### src/rtl/ring_inject_sched.sv
// Round-robin injection scheduler: four local requesters share one
// ring injection port, each packet held HOLD cycles with a toggle bit.
// Ports: clk, rst_n (async, active-low), en, ring_stall, req_mask[3:0],
//   req_valid[3:0], req_data[23:0] (6 bits per requester: dest[5:4],
//   data[3:0]) -> req_ready[3:0] (comb one-hot grant), inj_data[7:0],
//   inj_strobe, busy, pkt_count[7:0] (all registered).
module ring_inject_sched #(
    parameter int unsigned HOLD = 2
) (
    input  logic        clk,
    input  logic        rst_n,
    input  logic        en,
    input  logic        ring_stall,
    input  logic [3:0]  req_mask,
    input  logic [3:0]  req_valid,
    input  logic [23:0] req_data,
    output logic [3:0]  req_ready,
    output logic [7:0]  inj_data,
    output logic        inj_strobe,
    output logic        busy,
    output logic [7:0]  pkt_count
);

    typedef enum logic {
        S_IDLE,
        S_HOLD
    } state_t;

    localparam logic [3:0] HOLD_M1 = 4'(HOLD - 1);

    state_t     state_q, state_d;
    logic [1:0] last_q, last_d;
    logic       tog_q, tog_d;
    logic [3:0] cnt_q, cnt_d;
    logic [7:0] inj_data_q, inj_data_d;
    logic       strobe_q, strobe_d;
    logic [7:0] pkt_count_q, pkt_count_d;

    logic [3:0] elig;
    logic       gnt_any;
    logic [1:0] gnt_idx;
    logic       can_grant;
    logic [5:0] gnt_pay;

    assign elig = req_valid & req_mask;

    // Scan last+1, last+2, ... so the most recent winner goes last.
    always_comb begin
        gnt_any = 1'b0;
        gnt_idx = 2'd0;
        for (int k = 1; k <= 4; k++) begin
            if (!gnt_any && elig[last_q + 2'(k)]) begin
                gnt_any = 1'b1;
                gnt_idx = last_q + 2'(k);
            end
        end
    end

    always_comb begin
        gnt_pay = req_data[5:0];
        unique case (gnt_idx)
            2'd0: gnt_pay = req_data[5:0];
            2'd1: gnt_pay = req_data[11:6];
            2'd2: gnt_pay = req_data[17:12];
            2'd3: gnt_pay = req_data[23:18];
            default: gnt_pay = req_data[5:0];
        endcase
    end

    assign can_grant = (state_q == S_IDLE) & en
                     & ~ring_stall & gnt_any;

    assign req_ready = can_grant ? (4'b0001 << gnt_idx)
                                 : 4'b0000;

    always_comb begin
        state_d     = state_q;
        last_d      = last_q;
        tog_d       = tog_q;
        cnt_d       = cnt_q;
        inj_data_d  = inj_data_q;
        strobe_d    = 1'b0;
        pkt_count_d = pkt_count_q;
        unique case (state_q)
            S_IDLE: begin
                if (can_grant) begin
                    // Bit 6 set keeps every packet distinct from 0x00.
                    inj_data_d  = {~tog_q, 1'b1, gnt_pay};
                    tog_d       = ~tog_q;
                    strobe_d    = 1'b1;
                    last_d      = gnt_idx;
                    pkt_count_d = pkt_count_q + 8'd1;
                    cnt_d       = HOLD_M1;
                    // HOLD=1 re-arbitrates every cycle, never busy.
                    state_d = (HOLD_M1 == 4'd0) ? S_IDLE : S_HOLD;
                end
            end
            S_HOLD: begin
                cnt_d = cnt_q - 4'd1;
                // Leave when this decrement brings the count to zero,
                // so the next grant lands exactly HOLD edges later.
                if (cnt_q <= 4'd1) begin
                    cnt_d   = 4'd0;
                    state_d = S_IDLE;
                end
            end
            default: state_d = S_IDLE;
        endcase
    end

    always_ff @(posedge clk or negedge rst_n) begin
        if (!rst_n) begin
            state_q     <= S_IDLE;
            last_q      <= 2'd3;
            tog_q       <= 1'b0;
            cnt_q       <= 4'd0;
            inj_data_q  <= 8'h00;
            strobe_q    <= 1'b0;
            pkt_count_q <= 8'd0;
        end else begin
            state_q     <= state_d;
            last_q      <= last_d;
            tog_q       <= tog_d;
            cnt_q       <= cnt_d;
            inj_data_q  <= inj_data_d;
            strobe_q    <= strobe_d;
            pkt_count_q <= pkt_count_d;
        end
    end

    assign inj_data   = inj_data_q;
    assign inj_strobe = strobe_q;
    assign busy       = (state_q == S_HOLD);
    assign pkt_count  = pkt_count_q;

endmodule
### config.mk
export PLATFORM = sky130hd
export DESIGN_NAME = ring_inject_sched
export DESIGN_NICKNAME = d
export VERILOG_FILES = /design/src/rtl/ring_inject_sched.sv
export SDC_FILE = /design/constraint.sdc
export NUM_CORES = 1
export LEC_CHECK = 0
export CORE_MARGIN = 5
export CORE_UTILIZATION = 25
export DETAILED_ROUTE_END_ITERATION = 10
export RECOVER_POWER = 50
export SLEW_MARGIN = 20
export SYNTH_ARGS = -nofsm -noshare
export SYNTH_HDL_FRONTEND = slang
export SYNTH_SLANG_ARGS = --single-unit
### constraint.sdc
create_clock -name clk -period 5.9 [get_ports clk]
set_clock_uncertainty 0.15 [all_clocks]
set_input_delay 1.18 -clock clk [delete_from_list [all_inputs] [get_ports clk]]
set_output_delay 1.18 -clock clk [all_outputs]
set_load 0.02 [all_outputs]
==> results of run 1 <==
==> per-layer routing <==
layer,wire (um),part of all wire [%],up-vias,GRT usage (%)
li1,-,-,571,-
met1,1490,44,535,12.6
met2,1570,47,33,16.1
met3,256,7.7,4,2.96
met4,36,1.1,0,3.55
met5,0,0,-,0
==> state kept, by name (all words and copies together), names as in the netlist <==
signal      cells
pkt_count       8
inj_data        7
cnt_q           4
last_q          2
busy            1
inj_strobe      1
tog_q           1
==> critical path: stages <==
cell             delay, ps
clkdlybuf4s50_1        450
or3b_1                 340
a41o_1                 420
inv_1                  370
nand2_1                160
nor2_1                 130
clkdlybuf4s50_1        620
==> where the power goes <==
part | switching, mW | internal (mW) | total, mW
combinational | 0.154 | 0.151 | 0.305
clock | 0.0503 | 0.0906 | 0.141
sequential | 0.0585 | 0.225 | 0.283
==> cell type report <==
cell class                      count  share of cell area, %
Multi-Input combinational cell     94                   31.8
Sequential cell                    24                   30.4
Timing Repair Buffer               59                   29.3
Tap cell                           70                   4.41
Clock buffer                        3                   2.08
Clock inverter                      1                   1.51
Inverter                            3                  0.567
==> cells in the mapped netlist (3+ instances only) <==
library cell	n
mux2i_1	12
nor2_1	7
ha_1	3
dfrtp_1	22
xnor2_1	8
nand2_1	24
o221ai_1	6
inv_1	3
nand4_1	5
and3_1	3
o21ai_0	5
==> metrics by stage <==
step,hold WS [ps],worst slack [ps],utilization [%],total power [mW],instance area (um2)
after floorplan,298,2040,-,0.459,1270
after global placement,315,940,38.0,0.601,1920
after detailed placement,320,868,38.0,0.604,1920
after CTS,334,837,39.5,0.749,1990
after global routing,348,755,39.4,0.780,1990
final,329,890,39.4,0.729,1990
==> kinds of logic after synthesis <==
family / after synthesis / synth area share [%]
and+or+nand+nor: 49 / 18.0
DFF: 24 / 47.3
AOI/OAI and AO/OA: 22 / 13.6
muxes: 12 / 9.42
xor gates and xnor gates: 8 / 5.50
buffers and inverters: 7 / 3.24
adders and majority gates: 3 / 2.94
==> worst paths after layout <==
check                                           end  slack, ps  cells after the start
max reg2reg                 inj_data[0]$_DFFE_PN0P_       3480                      5
min reg2reg                   last_q[0]$_DFFE_PN1P_        330                      2
min in group asynchronous  pkt_count[6]$_DFFE_PN0P_       1560                      2
max                                    req_ready[3]        890                      7
min                           last_q[0]$_DFFE_PN1P_        330                      2
max in group asynchronous      inj_strobe$_DFF_PN0_       3290                      2
==> layout by cell type (no fill, tap or decap), types with 2 or more instances in the layout <==
master,n
dfrtp_1,22
o22ai_1,2
nand2_1,24
and3_1,3
mux2i_1,12
dlygate4sd3_1,11
clkdlybuf4s50_1,46
nand4_1,5
a21oi_1,2
nor2_1,7
o21ai_0,5
nor3_1,2
nand3_1,2
inv_1,3
o221ai_1,6
dfstp_2,2
xnor2_1,8
ha_1,3
clkbuf_8,3
==> metrics.md, run 1 <==
| Metric | Value |
|---|---|
| Worst reg2reg path startpoint | busy$_DFF_PN0_ |
| Post-synth top area cell | dfrtp_1 |
| Mapped Area | 1270 um2 |
| Placed wire-length estimate | 2610 um |
| Status | complete, no violations |
| Final Net Count | 224 |
| Multi-input logic area | 631 um2 |
| Number of enable flip-flop cells after synthesis | 0 |
| Peak Freq | 0.200 GHz |
| Post-synth ARST share | 100% |
| Postcts setup bufs | 0 |
| Routed vias | 1143 |
| DRC errors left | 0 |
| DR WL/cell | 13.2 um |
| Worst-Margin Slew | 1270 ps |
| Dpl cells | 250 |
| GRT Util Overall | 9.97% |
| Register area share after synthesis | 47.3% |
| Hold crit path type | register to register |
| Worst setup SP type | input pin |
| Peak VDD IR | 188 uV |
| Req. time, crit path | 4570 ps |
| Site row count | 26 |
| Largest net degree at the start of global routing | 25 |
| Num CTS Buffers | 3 |
| IO Port Bufs | 57 |
| Share of the synthesized area in the top cell type | 43.2% |
| Worst Setup SP | en |
| Vias/cell | 4.50 |
| Worst setup path category | input pin to output pin |
| Mapped Nets | 164 |
| RSZ-0062 raised after global routing | no |
| Library cells used by synthesis | 32 |
| First-pass GRT wire length | 5210 um |
| Fillers | 490 |
| Gp weighted congestion | 0.698 |
| Die Span Y | 81.4 um |
| Share of cells above drive strength 1 | 4.89% |
| Final setup violation count | 0 |
| Post_cts resized | 0 |
| CP Capture Type | output pin |
| Main flop type after synthesis | dfrtp_1 |
| H-tree levels | 1 |
| Antenna viol nets, final | 0 |
| Setup TNS | 0 ps |
| 1st-pass router iterations | 4 |
| Final period util | 84.9% |
| Root Buffer | clkbuf_8 |
| Final cell count without fillers | 254 |
| Die area | 6630 um2 |
| Yosys warnings | 0 |
| Relative slew slack | 15.1% |
| Synth area leaders | dfrtp_1, mux2i_1, nand2_1 |
| Ant diodes | 0 |
| Initial Utilization | 25.3% |
| Clock slew at reported path FFs | 80 ps |
| Max Cap Viol | 0 |
| Final wirelength | 3340 um |
| Vias in the first global route | 1150 |
| Tmin final | 5010 ps |
| Congestion Overflow GR | 0 |
| CTS Buffer Depth | 2 |
| Clock latency on the worst-skew pair | 260 ps |
| Starting DRC count in detailed routing | 43 |
| Initial antenna violation count | 0 |
| Register area | 603 um2 |
| Seq cells post-synth | 24 |
| Synth Instances | 125 |
| I/O pins | 58 |
| Arr. time, crit path | 3680 ps |
| Hold wc startpoint | last_q[0]$_DFFE_PN1P_ |
| Syn avg cell area | 10.2 um2 |
| Total clock sinks | 24 |
| Core ar. | 5040 um2 |
| Area grow syn2layout | 55.7% |
| Hold buffer count at cts | 0 |
| Worst-path maximum fanout | 16 |
| Power Density | 367 nW/um2 |
| Die Width | 81.4 um |
| CTS tree | yes |
| Final Slew Violations | 0 |
| Total leakage power | 0.835 nW |
| Final hold violation count | 0 |
(Power assumes the default switching activity.)
==> inputs of run 2 (changes only) <==
==> constraint.sdc (replaced) <==
create_clock -name clk -period 4.4 [get_ports clk]
set_clock_uncertainty 0.15 [all_clocks]
set_input_delay 0.88 -clock clk [delete_from_list [all_inputs] [get_ports clk]]
set_output_delay 0.88 -clock clk [all_outputs]
set_load 0.02 [all_outputs]
==> run 2 against run 1 <==
Clock power up 37%. Register-to-register slack lost 1500 ps. Wire length increased by 2.8%. Critical path depth is 1 lower. Non-clock buffer count is 2 higher. First-iteration DRC count rose by 53%. Sequential share of layout area barely moved. Combinational power grew 36%. Worst setup slack got worse by 470 ps. Die area unchanged. Critical path type unchanged. Largest cell class unchanged.
==> metrics.md, run 2 (synthesis gave the netlist of run 1 again) <==
| Metric | Value |
|---|---|
| Status | complete, no violations |
| Vias in the first global route | 1131 (-1.7%) |
| R2R depth | 6 (+1) |
| CTS Buffer Depth | 2 (unchanged) |
| CP Capture Type | output pin |
| Largest net degree at the start of global routing | 24 (-4.0%) |
| Clock slew at reported path FFs | 80 ps (about the same) |
| Final period util | 90.5% |
| Hold buffer count at cts | 0 (unchanged) |
| Placed cell areas | 1930 um2 (+0.78%) |
| Die Width | 81.4 um (unchanged) |
| Levels on crit path | 6 (-1) |
| First-pass GRT wire length | 5220 um (+0.27%) |
| Arr. time, crit path | 2950 ps (-730 ps) |
| Power Density | 495 nW/um2 (+35%) |
| Antenna viol nets, final | 0 (unchanged) |
| DR WL/cell | 13.4 um (+2.0%) |
| CP Cell Sequence | dlygate4sd3_1, nand2_1, o22ai_1, a221o_2, nor3_1, clkdlybuf4s50_1 |
| Die area | 6630 um2 (unchanged) |
| Crit path max-delay family | buffers and inverters |
| Total clock sinks | 24 (unchanged) |
| Final Slew Violations | 0 (unchanged) |
| Hold wc startpoint | inj_data[6]$_DFFE_PN0P_ |
| Ant diodes | 0 (unchanged) |
| Final setup violation count | 0 (unchanged) |
| Worst setup SP type | input pin |
| Max incr delay on CP | 640 ps (+20 ps) |
| Core ar. | 5040 um2 (unchanged) |
| CTS tree | yes |
| Site row count | 26 (unchanged) |
| Postcts setup bufs | 0 (unchanged) |
| Hold-critical path depth | 1 (-1) |
| Max reg flops | 8 (unchanged) |
| Slowest CP cell | clkdlybuf4s50_1 |
| Worst-Margin Slew | 1290 ps (+13.8 ps) |
| Peak VDD IR | 269 uV (+43%) |
| Relative slew slack | 14.2% (-0.92 points) |
| Req. time, crit path | 3370 ps (-1200 ps) |
| IO Port Bufs | 57 (unchanged) |
| Starting DRC count in detailed routing | 66 (+53%) |
| Max Cap Viol | 0 (unchanged) |
| Setup TNS | 0 ps (unchanged) |
| Initial antenna violation count | 0 (unchanged) |
| Clock latency on the worst-skew pair | 260 ps (about the same) |
| Final Net Count | 226 (+0.89%) |
| Worst reg2reg path startpoint | busy$_DFF_PN0_ |
| Fillers | 512 (+4.5%) |
| Tmin final | 3980 ps |
| Design area | 1990 um2 (about the same) |
| Num CTS Buffers | 3 (unchanged) |
| 1st-pass router iterations | 4 (unchanged) |
| Most frequent cells in the layout | clkdlybuf4s50_1, nand2_1, dfrtp_1 |
| Share of cells above drive strength 1 | 4.84% (-0.053 points) |
| Worst-path maximum fanout | 5 (-11) |
| Final hold violation count | 0 (unchanged) |
| Met1 global-route usage | 13.1% (+0.52 points) |
| Hold crit path type | register to register |
| Peak Freq | 0.251 GHz |
| Worst path bufs/invs | 2 (-1) |
| Final Util | 39.4% (about the same) |
| Routed vias | 1184 (+3.6%) |
| Busiest layer in global routing | met2 |
| Grt met2 use | 16.3% (+0.16 points) |
| Vias/cell | 4.63 (+2.8%) |
| Post_cts resized | 0 (unchanged) |
| Commonest non-fill, non-tap cell in the layout | clkdlybuf4s50_1 |
| Initial Utilization | 25.3% (unchanged) |
| RR Endpoint | inj_data[2]$_DFFE_PN0P_ |
| Congestion Overflow GR | 0 (unchanged) |
| Root Buffer | clkbuf_8 |
| Met3 Resource Use GR | 2.74% (-0.22 points) |
| Area grow syn2layout | 55.8% (about the same) |
| Worst setup path category | input pin to output pin |
| Total leakage power | 0.826 nW (-0.97%) |
| DRC errors left | 0 (unchanged) |
| Final wirelength | 3440 um (+2.8%) |
| I/O pins | 58 (unchanged) |
| RSZ-0062 raised after global routing | no |
| Die Span Y | 81.4 um (unchanged) |
| R2r setup slk | 1960 ps (-1520 ps) |
| Hold worst-path end | inj_data[6]$_DFFE_PN0P_ |
| Gp weighted congestion | 0.749 (+7.2%) |
| H-tree levels | 1 (unchanged) |
| Placed wire-length estimate | 2600 um (-0.31%) |
| GRT Util Overall | 10.2% (+0.25 points) |
==> run 2: routing by layer <==
metal  up-vias  part of all wire, %
li1        573                    -
met1       571                   44
met5         -                    0
met3         4                  7.8
met4         0                 0.90
met2        36                   47
==> run 2: power by group <==
part / switching, mW / internal [mW]
combinational: 0.207 / 0.206
clock: 0.0714 / 0.122
sequential: 0.0760 / 0.302
total: 0.355 / 0.629
==> run 2: worst max path at each step <==
stage	startpoint	end	slack, ps
after floorplan	ring_stall	req_ready[0]	1140
after global placement	en	req_ready[3]	520
after detailed placement	en	req_ready[3]	500
after CTS	en	req_ready[3]	500
after global routing	req_valid[1]	req_ready[0]	290
final	req_valid[1]	req_ready[0]	420
==> run 2: worst reg2reg max path, delay by kind of cell (launching register included) <==
kind | cells | cell delay [ps]
AO/OA/AOI/OAI | 2 | 520
buffers and inverters | 2 | 490
flip-flops | 1 | 470
AND/OR/NAND/NOR | 2 | 700
==> run 2: through the flow <==
stage                     hold slack [ps]  instances  power, mW  setup slack, ps
after detailed placement              305        252      0.810              505
after global routing                  340        256       1.05              291
after floorplan                       298        125      0.616             1140
after global placement                304        252      0.806              516
after CTS                             331        256       1.01              498
final                                 321        256      0.984              419
==> run 2: final cells by class <==
cell class              count  area, um2  share of cell area (%)
multi-input cells          94        631                    31.7
clock buffers               3       41.3                    2.08
inverters                   3       11.3                   0.567
flip-flops and latches     24        603                    30.4
clock inverters             1       30.0                    1.51
repair buffers             61        583                    29.3
well taps                  70       87.6                    4.41
==> inputs of run 3 (changes only) <==
--- a/config.mk
+++ b/config.mk
@@ -5,7 +5,7 @@
 export SDC_FILE = /design/constraint.sdc
 export NUM_CORES = 1
 export LEC_CHECK = 0
-export CORE_MARGIN = 5
+export CORE_MARGIN = 2
 export CORE_UTILIZATION = 25
 export DETAILED_ROUTE_END_ITERATION = 10
 export RECOVER_POWER = 50
==> run 3 against run 2 <==
Power is 6.5% lower. Sequential power barely moved. Final cell count shrank 1.2%. Via count is 3.0% lower. Worst hold slack got worse by 1.6 ps. Register-to-register slack improved by 220 ps. Combinational power barely moved. Critical endpoint is now req_ready[3].
==> metrics.md, run 3 (synthesis gave the netlist of run 1 again) <==
| Metric | Value |
|---|---|
| Antenna viol nets, final | 0 (unchanged) |
| Postcts setup bufs | 0 (unchanged) |
| R2R depth | 5 (-1) |
| Routed vias | 1148 (-3.0%) |
| DR WL/cell | 12.5 um (-6.5%) |
| Total clock sinks | 24 (unchanged) |
| Core ar. | 4820 um2 (-4.5%) |
| Commonest non-fill, non-tap cell in the layout | clkdlybuf4s50_1 |
| Final Slew Violations | 0 (unchanged) |
| Congestion Overflow GR | 0 (unchanged) |
| RSZ-0062 raised after global routing | no |
| Relative slew slack | 17.7% (+3.6 points) |
| Worst setup SP type | input pin |
| Arr. time, crit path | 3010 ps (+60 ps) |
| Site row count | 25 (-3.8%) |
| Num CTS Buffers | 3 (unchanged) |
| Slowest CP cell | clkdlybuf4s50_1 |
| Gp weighted congestion | 0.766 (+2.3%) |
| Die Width | 75.4 um (-7.4%) |
| GRT Util Overall | 12.1% (+1.8 points) |
| Initial Utilization | 26.5% (+1.2 points) |
| Worst-path maximum fanout | 11 (+6) |
| 1st-pass router iterations | 4 (unchanged) |
| Worst-Margin Slew | 1230 ps (-53.8 ps) |
| Die Span Y | 75.4 um (-7.4%) |
| Clock slew at reported path FFs | 80 ps (about the same) |
| IO Port Bufs | 57 (unchanged) |
| CP Cell Sequence | dlygate4sd3_1, or3b_1, a41o_1, inv_1, nand2_1, nor2_1, clkdlybuf4s50_1 |
| CTS Buffer Depth | 2 (unchanged) |
| CP Capture Type | output pin |
| Final Util | 40.7% (+1.3 points) |
| Area grow syn2layout | 53.8% |
| DRC errors left | 0 (unchanged) |
| Hold crit path type | register to register |
| Post_cts resized | 0 (unchanged) |
| Vias in the first global route | 1187 (+5.0%) |
| Crit path max-delay family | buffers and inverters |
| Req. time, crit path | 3370 ps (about the same) |
| Initial antenna violation count | 0 (unchanged) |
| Final Net Count | 226 (unchanged) |
| Root Buffer | clkbuf_8 |
| Worst Setup SP | en |
| Status | complete, no violations |
| Tmin final | 4040 ps (+61.1 ps) |
| Ant diodes | 0 (unchanged) |
| Vias/cell | 4.54 (-1.9%) |
| Peak Freq | 0.247 GHz (-1.5%) |
| Register area | 603 um2 (unchanged) |
| Worst reg2reg path startpoint | last_q[1]$_DFFE_PN1P_ |
| Power Density | 469 nW/um2 (-5.2%) |
| Worst path bufs/invs | 3 (+1) |
| Peak VDD IR | 208 uV (-23%) |
| H-tree levels | 1 (unchanged) |
| Max reg flops | 8 (unchanged) |
| Placed cell areas | 1930 um2 (-0.19%) |
| Multi-input logic area | 631 um2 (unchanged) |
| Hold wc startpoint | inj_data[6]$_DFFE_PN0P_ |
| Starting DRC count in detailed routing | 51 (-23%) |
| Final period util | 91.9% (+1.4 points) |
| Max Cap Viol | 0 (unchanged) |
| CTS tree | yes |
| RR Endpoint | inj_data[2]$_DFFE_PN0P_ |
| Worst setup path category | input pin to output pin |
| Total leakage power | 0.824 nW (-0.28%) |
| Placed wire-length estimate | 2370 um (-8.8%) |
| I/O pins | 58 (unchanged) |
| First-pass GRT wire length | 5300 um (+1.5%) |
| Max incr delay on CP | 610 ps (-30 ps) |
| Setup TNS | 0 ps (unchanged) |
| Most frequent cells in the layout | clkdlybuf4s50_1, nand2_1, dfrtp_1 |
| Design area | 1960 um2 (-1.3%) |
| Largest net degree at the start of global routing | 24 (unchanged) |
| R2r setup slk | 2180 ps (+220 ps) |
| Final wirelength | 3180 um (-7.6%) |
| Hold worst-path end | inj_data[6]$_DFFE_PN0P_ |
| Hold buffer count at cts | 0 (unchanged) |
| Final hold violation count | 0 (unchanged) |
| Share of cells above drive strength 1 | 4.84% (unchanged) |
| Tightest hold margin | 320 ps (-1.64 ps) |
| Die area | 5690 um2 (-14%) |
| Final setup violation count | 0 (unchanged) |
| Hold-critical path depth | 1 (unchanged) |
| Fillers | 502 (-2.0%) |
| Clock latency on the worst-skew pair | 260 ps (about the same) |
## run 3: final cells by class
type	instances	area share, %
Clock buffer	4	2.30
Inverter	3	0.574
Multi-Input combinational cell	94	32.2
Sequential cell	24	30.8
Tap cell	67	4.28
Timing Repair Buffer	61	29.9
## run 3: layer usage
metal  global-route usage [%]  up-vias  wire, um
li1                         -      570         -
met1                     15.9      542      1420
met2                     19.4       34      1560
met3                     2.38        2       165
met4                     4.87        0        21
met5                        0        -         0
## run 3: where the power goes
group	switching [mW]	leakage, nW	internal, mW
clock network	0.0664	0.0228	0.0645
registers	0.0761	0.301	0.302
logic	0.209	0.500	0.203
## run 3: how the worst max path moves through the flow
stage	endpoint	cells past startpoint
after floorplan	req_ready[0]	4
after global placement	req_ready[3]	7
after detailed placement	req_ready[3]	7
after CTS	req_ready[3]	7
after global routing	req_ready[3]	7
final	req_ready[3]	7
## run 3: worst reg2reg max path: cells and delay by family, from the launching register on
family,cells,cell delay (ps)
AOI/OAI and AO/OA,3,890
DFF,1,590
and+or+nand+nor,2,510
## run 3: metrics by stage
stage / setup slack, ps / total power, mW / std cells
finish: 358 / 0.920 / 253
global route: 181 / 0.998 / 253
CTS: 408 / 0.949 / 253
detailed placement: 434 / 0.812 / 249
global placement: 445 / 0.812 / 249
floorplan: 1140 / 0.616 / 125
